==> src/rtl/mem_request_unit.sv <==
// mem_request_unit: registered I/D memory request holder between ihit and dhit,
// with halt sequencing, per-request wait counter and sticky timeout/protocol flags.
`default_nettype none

module mem_request_unit #(
   parameter int CNT_W          = 8,
   parameter int TIMEOUT        = 200,
   parameter int IFETCH_OVERLAP = 1
) (
   input  logic             CLK,
   input  logic             nRST,
   input  logic             ihit,
   input  logic             dhit,
   input  logic             dread,
   input  logic             dwrite,
   input  logic             halt,
   output logic             imemREN,
   output logic             dmemREN,
   output logic             dmemWEN,
   output logic             busy,
   output logic [CNT_W-1:0] wait_cycles,
   output logic             timeout_err,
   output logic             proto_err
);

   localparam logic [1:0]       c_IDLE   = 2'd0;
   localparam logic [1:0]       c_DREQ   = 2'd1;
   localparam logic [1:0]       c_HALTED = 2'd2;
   localparam logic [CNT_W-1:0] c_WAIT_MAX = '1;
   localparam logic [31:0]      c_TO_LIM = (TIMEOUT > 0) ? 32'(TIMEOUT - 1) : 32'd0;
   localparam logic             c_TO_EN  = (TIMEOUT != 0);
   localparam logic             c_OVL    = (IFETCH_OVERLAP != 0);

   logic [1:0]       r_state;
   logic             r_rd_q;
   logic             r_wr_q;
   logic             r_halt_pend;
   logic [CNT_W-1:0] r_wait;
   logic             r_timeout_err;
   logic             r_proto_err;

   logic w_req;
   logic w_both;
   logic w_to_hit;

   assign w_req  = ihit & (dread | dwrite);
   assign w_both = ihit & dread & dwrite;
   // Flag fires on the edge where the counter advances to TIMEOUT-1.
   assign w_to_hit = c_TO_EN & ((32'(r_wait) + 32'd1) >= c_TO_LIM);

   always_ff @(posedge CLK or negedge nRST) begin
      if (!nRST) begin
         r_state       <= c_IDLE;
         r_rd_q        <= 1'b0;
         r_wr_q        <= 1'b0;
         r_halt_pend   <= 1'b0;
         r_wait        <= '0;
         r_timeout_err <= 1'b0;
         r_proto_err   <= 1'b0;
      end else begin
         case (r_state)
            c_IDLE: begin
               if (w_req) begin
                  r_state <= c_DREQ;
                  r_rd_q  <= dread;
                  r_wr_q  <= dwrite & ~dread;
                  r_wait  <= '0;
                  if (w_both) r_proto_err <= 1'b1;
               end else if (halt) begin
                  r_state <= c_HALTED;
               end
            end
            c_DREQ: begin
               if (halt) r_halt_pend <= 1'b1;
               if (dhit) begin
                  r_rd_q <= 1'b0;
                  r_wr_q <= 1'b0;
                  if (r_halt_pend || halt) begin
                     r_state <= c_HALTED;
                  end else if (c_OVL && w_req) begin
                     r_rd_q <= dread;
                     r_wr_q <= dwrite & ~dread;
                     r_wait <= '0;
                     if (w_both) r_proto_err <= 1'b1;
                  end else begin
                     r_state <= c_IDLE;
                  end
               end else begin
                  if (r_wait != c_WAIT_MAX) r_wait <= r_wait + 1'b1;
                  if (w_to_hit) r_timeout_err <= 1'b1;
               end
            end
            c_HALTED: begin
               r_state <= c_HALTED;
            end
            default: begin
               r_state <= c_IDLE;
            end
         endcase
      end
   end

   // Fetch is gated by nRST so nothing is requested while reset is held.
   assign imemREN     = nRST & ((r_state == c_IDLE) | ((r_state == c_DREQ) & c_OVL));
   assign dmemREN     = r_rd_q & ~dhit;
   assign dmemWEN     = r_wr_q & ~dhit;
   assign busy        = (r_state == c_DREQ);
   assign wait_cycles = r_wait;
   assign timeout_err = r_timeout_err;
   assign proto_err   = r_proto_err;

endmodule

`default_nettype wire

==> config.mk <==
export PLATFORM = sky130hd
export DESIGN_NAME = mem_request_unit
export DESIGN_NICKNAME = d
export VERILOG_FILES = /design/src/rtl/mem_request_unit.sv
export SDC_FILE = /design/constraint.sdc
export NUM_CORES = 1
export LEC_CHECK = 0
export ABC_CLOCK_PERIOD_IN_PS = 2350
export BUFFER_PORTS_ARGS = -buffer_cell sky130_fd_sc_hd__buf_2
export CORE_MARGIN = 1
export CORE_UTILIZATION = 52
export DETAILED_ROUTE_END_ITERATION = 6
export PLACE_DENSITY_LB_ADDON = 0.2
export SLEW_MARGIN = 20
export SYNTH_ARGS = -nofsm -noshare
export SYNTH_HDL_FRONTEND = slang
export SYNTH_SLANG_ARGS = --single-unit
==> constraint.sdc <==
create_clock -name CLK -period 2.35 [get_ports CLK]
set_clock_uncertainty 0.1 [all_clocks]
set_input_delay 0.47 -clock CLK [delete_from_list [all_inputs] [get_ports CLK]]
set_output_delay 0.47 -clock CLK [all_outputs]
set_load 0.02 [all_outputs]
======== Word-level counts from Yosys, hierarchy flattened ========
Index checks and enable logic that the tools add are counted.
word-level totals
  register bits ........................... 15
  input port bits ......................... 7
  output and inout bits ................... 14
cells by class
  $add $sub $neg .......................... 2
  $lt $le $gt $ge ......................... 1
  equal/unequal tests ..................... 10
  mux-type cells .......................... 26
  bitwise operators ....................... 11
  reductions and logical operators ........ 9
operator list
  operator                                                           count
  2-to-1 mux 8 bit                                                   4
  case mux 8 bit (2 select lines)                                    1
  AND reduction 3 bit                                                5
  2-to-1 mux 1 bit                                                   12
  2-to-1 mux 2 bit                                                   5
  adder 8 x 1 -> 9 bit, second input constant                        1
  greater-or-equal comparator 9 x 8 -> 1 bit, second input constant  1
  adder 8 x 1 -> 8 bit, second input constant                        1
  inequality test 8 bit, second input constant                       1
  bitwise AND 1 bit                                                  7
  inequality test 2 bit, second input constant                       3
  inequality test 3 x 2 -> 1 bit, second input constant              2
  inequality test 3 bit, second input constant                       2
  case mux 1 bit (2 select lines)                                    3
  case mux 2 bit (3 select lines)                                    1
  == test 2 x 1 -> 1 bit, second input constant                      1
  == test 2 bit, second input constant                               1
  zero test 2 bit                                                    1
  NOT 1 bit                                                          2
  bitwise OR 1 bit                                                   2
  AND reduction 2 bit                                                1
  nonzero test 2 bit                                                 1
  logical OR 1 bit                                                   1

======== Longest topological paths before layout ========
Gate-level depths: netlist of the first run.
  depth after elaboration ................. 7
  depth in mapped cells ................... 6
  mapped depth without buffers ............ 6

======== Least setup slack after synthesis of the first run ========
OpenSTA, ideal clock, no wires.
  kind .................................... reg-to-reg
  start point ............................. reg r_wait[0], in the netlist wait_cycles[0]
  end point ............................... reg r_wait[4], in the netlist wait_cycles[4]
  arrival ................................. 1.717 ns
  setup slack ............................. 0.451 ns
  stages on the path, launching flop included .. 7
  buffers on the path ..................... 1
  clock period less this slack ............ 1.899 ns
  path through ............................ dfrtp_1 -> ha_1 -> clkbuf_1 -> nand4_1 -> o21a_1 -> o21a_2 -> a31oi_1
on the way
  word-level cells in the longest chain between the ends .. 4
  elaborated cells on any way between the ends .. 7
  classes of those cells .................. add/sub (1); eq/ne (2); mux (3); reduce/logical (1)
ends and longest elaborated chain
  element                          RTL line  RTL
  start: declaration               38        logic [CNT_W-1:0] r_wait;
  start signal: assignment         89        if (r_wait != c_WAIT_MAX) r_wait <= r_wait + 1'b1;
  adder 8 x 1 -> 8 bit             89
  2-to-1 mux 8 bit                 89
  2-to-1 mux 8 bit                 75        if (dhit) begin
  case mux 8 bit (2 select lines)  61        case (r_state)
Several ways; a longest one is shown, not always the timed one. The select of a mux whose other input is x is not followed.
A chain may end at the register's enable or synchronous reset.

======== Worst setup path after layout of the first run ========
  start point ............................. reg r_wait[0], in the netlist wait_cycles[0]
  end point ............................... reg r_wait[3], in the netlist wait_cycles[3]
Same word-level chain as after synthesis.

==> impl_metrics.csv, run 1 <==
group,metric,value,unit
synthesis,yosys.area_share.simple,22.8,%
placement,dpl.cell_count,137,
synthesis,syn_inst,104,
cts,cts_setup_buffers,0,
power,leakage,0.486,nW
cts,cts_hold_buf,0,
timing,min_period,1950,ps
cts,clockRootBuffer,"clkbuf_4",
drt,drtPass1Iterations,6,
setup_path,cpPeakStageDelay,480,ps
final_layout,stdcell_count,141,
drt,drc,0,
synthesis,synth_xor_area_share,0.951,%
drt,via_per_inst,6.11,
final_layout,syn2layout_area_growth,15.5,%
setup_path,cp-startpoint,"wait_cycles[0]",
floorplanning,dieWidth,44.1,um
floorplanning,die-area,0.00194,mm^2
floorplanning,ios,21,
final_layout,fin_nets,135,
synthesis,synthMuxAreaShare,2.31,%
placement,hpwl,1470,um
drt,finalWirelength,2090,um
grt,grt_max_degree,16,
synthesis,avgSynthCellArea,8.85,um^2
synthesis,async_reset_ff_share,100,%
synthesis,ys.flop_type,"dfrtp_1",
setup_path,crit_chain,"ha_1 -> nand4_1 -> o21a_1 -> o21a_2 -> a31oi_1",
synthesis,synth_compound_area_share,26.2,%
synthesis,ys_ff_latch,15,
final_layout,final_cell_mix,"buf_2 (20), dfrtp_1 (15), a21oi_1 (11)",
timing,fin_crit_sh,82.8,%
synthesis,synth_edf_count,0,
floorplanning,die_h,44.1,um
synthesis,ys.warnings.count,0,
final_layout,final_common_cell,"buf_2",
cts,clk_latency,280,ps
drt,wl_per_cell,14.9,um
timing,rsz0062_at_grt,"false",
cts,clkTransAtPathRegs,100,ps
grt,grt-ovfl-total,0,
setup_path,end_kind,"register",
cts,ctsResizeCount,0,
timing,relSlewSlack,71.9,%
grt,antenna_found_initial,0,
setup_path,worst_ep_required_time,2460,ps
final_layout,n_antenna_cell,0,
floorplanning,core,0.00158,mm^2
final_layout,layout-drive-gt1-share,26.4,%
cts,htree_levels,1,
grt,grt.total_usage,24.3,%
setup_path,critPathKind,"register to register",
synthesis,syn-cell-area,921,um^2
setup_path,rr_startpoint,"wait_cycles[0]",
timing,drv_slew,0,
min_path,hp-class,"input port to asynchronous set/reset pin",
floorplanning,initial_utilization,58.4,%
synthesis,synth_top_family_by_area,"compound AO/OA/AOI/OAI gates",
cts,cts_made_buffers,3,
timing,tns,0,ps
placement,io_buffers,20,
cts,cts_tree,"yes",
drt,ant_nets,0,
grt,grt_pass1_vias,762,
timing,report.final.hold_viol_count,0,
cts,cts_num_sinks,15,
setup_path,cp_slowest_cell,"dfrtp_1",
power,powerDensity,862,mW/mm^2
setup_path,startpoint_type,"register",
placement,place_congestion,0.853,
timing,worst_pin_slew,417,ps
cts,clockBufferDepth,2,
timing,clock.fmax,0.514,GHz
grt,grt_pass1_wl,3450,um
final_layout,nFillCells,143,
job,maxCapViolCount,0,
synthesis,synth_nets,113,
synthesis,yosysSeqAreaShare,40.8,%
synthesis,yosys.cell_types.count,39,
setup_path,cp_max_fo,8,
setup_path,cp.arrival,2050,ps
drt,route.vias.total,861,
drt,dr.first_iter.drc_count,27,
timing,finalSetupViolCount,0,
synthesis,synth_fa_ha_area_share,2.72,%
floorplanning,rows,14,
power,peakVddDrop,0.643,mV
status,status,"complete, no violations",
==> cells by family after synthesis <==
logic type      count (synthesis)
compound gates                 38
simple gates                   36
flops                          15
buf+inv                        10
mux                             2
fa+ha+maj                       2
xor+xnor                        1
==> sequential cells by signal (all words and copies together), names as in the netlist <==
name,cells
wait_cycles,8
r_wr_q,1
timeout_err,1
r_state,2
proto_err,1
r_rd_q,1
r_halt_pend,1
==> critical path: cells and delay by family (launching register included) <==
kind / cells / cell delay (ps)
compound gates: 3 / 770
flops: 1 / 480
simple gates: 1 / 190
fa+ha+maj: 1 / 330
==> report_power, final <==
| group | leakage (nW) | internal (W) | switching [W] |
|---|---|---|---|
| clock network | 0.0177 | 0.0000631 | 0.0000902 |
| registers | 0.194 | 0.000330 | 0.000100 |
| logic | 0.274 | 0.000145 | 0.000189 |
==> worst paths after layout <==
| path | slack (ps) | cells past startpoint | endpoint |
|---|---|---|---|
| worst max-delay path | 400 | 5 | wait_cycles[3] |
| max in group asynchronous | 1930 | 2 | r_rd_q |
| worst min register to register | 370 | 1 | timeout_err |
| min in group CLK | 350 | 2 | r_halt_pend |
| worst min-delay path | 40 | 2 | wait_cycles[7] |
| worst max register to register | 400 | 5 | wait_cycles[3] |
==> through the flow <==
stage | setup slack, ps | total power, W | hold WS, ps | area, um^2 | utilization, %
final | 404 | 0.000917 | 39.6 | 1060 | 67.5
after global routing | 216 | 0.000978 | 61.6 | 1060 | 67.5
after CTS | 423 | 0.000919 | 48.1 | 1060 | 67.5
after detailed placement | 377 | 0.000768 | 353 | 1040 | 65.7
after global placement | 437 | 0.000753 | 348 | 1040 | 65.7
after floorplan | 451 | 0.000655 | 74.4 | 921 | -
==> synthesized netlist by cell type, types with 2 or more instances <==
| master | count | area share (%) |
|---|---|---|
| and3_1 | 2 | 1.4 |
| nor2_1 | 8 | 3.3 |
| nand2b_1 | 2 | 1.4 |
| ha_1 | 2 | 2.7 |
| nor4_1 | 2 | 1.4 |
| nor2b_1 | 5 | 3.4 |
| nand3_1 | 3 | 1.6 |
| nand4_1 | 2 | 1.4 |
| o21ai_0 | 6 | 3.3 |
| dfrtp_1 | 15 | 41 |
| a31o_2 | 2 | 1.9 |
| o21a_1 | 3 | 2.4 |
| a21oi_1 | 11 | 6.0 |
| o21ai_1 | 2 | 1.1 |
| a31oi_1 | 5 | 3.4 |
| clkbuf_1 | 4 | 1.6 |
| inv_1 | 5 | 2.0 |
| nand2_1 | 4 | 1.6 |
==> metal layers <==
| metal | GRT usage [%] | up-vias | wire length [um] |
|---|---|---|---|
| met4 | 9.70 | 0 | 19 |
| met2 | 36.5 | 46 | 917 |
| met5 | 0 | - | 0 |
| met3 | 2.45 | 2 | 147 |
| met1 | 36.1 | 384 | 1010 |
| li1 | - | 429 | - |
==> cell type report <==
type	count	area, um^2	area share [%]
multi-input combinational	79	507	47.6
clock buffer	3	22.5	2.12
sequential	15	375	35.3
inverter	5	18.8	1.76
timing repair buffer	22	115	10.8
tap	16	20.0	1.88
clock inverter	1	5.00	0.471
(Power assumes the default switching activity.)
==> run 2, diff against run 1 <==
--- a/config.mk
+++ b/config.mk
@@ -5,7 +5,7 @@
 export SDC_FILE = /design/constraint.sdc
 export NUM_CORES = 1
 export LEC_CHECK = 0
-export ABC_CLOCK_PERIOD_IN_PS = 2350
+export ABC_CLOCK_PERIOD_IN_PS = 2000
 export BUFFER_PORTS_ARGS = -buffer_cell sky130_fd_sc_hd__buf_2
 export CORE_MARGIN = 1
 export CORE_UTILIZATION = 52
==> constraint.sdc (replaced) <==
create_clock -name CLK -period 2 [get_ports CLK]
set_clock_uncertainty 0.1 [all_clocks]
set_input_delay 0.4 -clock CLK [delete_from_list [all_inputs] [get_ports CLK]]
set_output_delay 0.4 -clock CLK [all_outputs]
set_load 0.02 [all_outputs]
==> impl_metrics.csv, run 2 (synthesized netlist as in run 1, its figures left out) <==
group,metric,value,unit
min_path,hold_depth,2,
timing,worst_pin_slew,411,ps
timing,finalSetupViolCount,0,
floorplanning,die_h,44.1,um
timing,relSlewSlack,72.3,%
status,violations,"design-rule violations",
setup_path,cp_max_fo,2,
drt,wl_met3,98,um
placement,place_congestion,0.835,
cts,clockRootBuffer,"clkbuf_4",
floorplanning,die-area,0.00194,mm^2
setup_path,startpoint_type,"input port",
cts,cts_num_sinks,15,
power,leakage,0.510,nW
drt,top_layer,"met4",
drt,drtPass1Iterations,6,
cts,clkTransAtPathRegs,90,ps
setup_path,end_kind,"primary output",
drt,dr_wl_met2,928,um
timing,tns,0,ps
final_layout,n_antenna_cell,0,
grt,grt.total_usage,24.6,%
cts,cts_setup_buffers,0,
setup_path,rr_worst_depth,5,
final_layout,final_cell_mix,"buf_2 (20), dfrtp_1 (15), a21oi_1 (11)",
drt,wl_met1,1080,um
power,peakVddDrop,0.850,mV
timing,drv_slew,0,
timing,fin_crit_sh,92.1,%
timing,clock.fmax,0.543,GHz
placement,io_buffers,20,
timing,rsz0062_at_grt,"false",
cts,cts_made_buffers,3,
final_layout,layout-drive-gt1-share,28.5,%
cts,clockBufferDepth,2,
setup_path,critPathKind,"input port to primary output",
floorplanning,initial_utilization,58.4,%
drt,wl_per_cell,14.7,um
final_layout,fin_nets,140,
drt,drc,1,
cts,ctsResizeCount,0,
drt,dr.first_iter.drc_count,35,
grt,grt_pass1_wl,3460,um
final_layout,syn2layout_area_growth,19.8,%
drt,finalWirelength,2150,um
timing,min_period,1840,ps
final_layout,final_common_cell,"buf_2",
drt,ant_nets,0,
timing,report.final.hold_viol_count,0,
drt,via_per_inst,5.98,
cts,htree_levels,1,
power,powerDensity,1010,mW/mm^2
job,maxCapViolCount,0,
setup_path,cp.arrival,1340,ps
min_path,hp-class,"input port to register",
grt,grt_max_degree,16,
status,status,"finished, violations left",
floorplanning,ios,21,
grt,grt_pass1_vias,763,
cts,clk_latency,290,ps
drt,route.vias.total,873,
final_layout,largest_reg_flops,8,
setup_path,worst_ep_required_time,1500,ps
floorplanning,dieWidth,44.1,um
grt,grt-ovfl-total,0,
floorplanning,core,0.00158,mm^2
floorplanning,rows,14,
power,p_total,0.00111,W
cts,cts_tree,"yes",
placement,hpwl,1570,um
grt,antenna_found_initial,0,
-- run 2: routing by layer --
layer	track usage, %	vias up
met5	0	-
met4	10.9	0
met3	6.12	5
met2	34.4	32
met1	35.9	399
li1	-	437
-- run 2: power by group --
part,total (W),internal (W),leakage [nW],switching (W)
registers,0.000473,0.000388,0.194,0.0000857
clock network,0.000181,0.0000746,0.0177,0.000107
logic,0.000459,0.000198,0.299,0.000262
total,0.00111,0.000660,0.510,0.000454
-- run 2: repair_timing --
item                                    CTS  global route
endpoints found under the hold margin    15             0
endpoints found under the setup margin    0             0
hold buffers                              1             0
-- run 2: final timing paths --
| kind | start | slack (ps) | to |
|---|---|---|---|
| worst max-delay path | nRST | 160 | imemREN |
| worst min-delay path | halt | 270 | r_halt_pend |
| worst max register to register | wait_cycles[1] | 220 | wait_cycles[4] |
| worst min register to register | timeout_err | 370 | timeout_err |
| max in group asynchronous | nRST | 1110 | proto_err |
| min in group asynchronous | nRST | 510 | wait_cycles[7] |
-- run 2: final cells by class --
type / count / area, um^2
flip-flops and latches: 15 / 375
clock inverters: 1 / 5.00
inverters: 5 / 18.8
multi-input cells: 79 / 507
well taps: 16 / 20.0
clock buffers: 3 / 22.5
repair buffers: 27 / 155
fillers: 139 / 473
-- run 2: critical path, stage by stage --
cell           delay (ps)
dlygate4sd3_1         530
buf_2                 140
nor2b_1               120
buf_2                 150
-- run 2: through the flow --
stage | instances | setup slack [ps] | hold WS [ps] | instance area (um^2) | util (%)
after floorplan | 104 | 101 | 4.41 | 921 | -
after global placement | 141 | 157 | 297 | 1070 | 67.6
after detailed placement | 141 | 127 | 292 | 1070 | 67.6
after CTS | 146 | 155 | 260 | 1100 | 70.0
after global routing | 146 | 80.2 | 265 | 1100 | 70.0
final | 146 | 158 | 271 | 1100 | 70.0
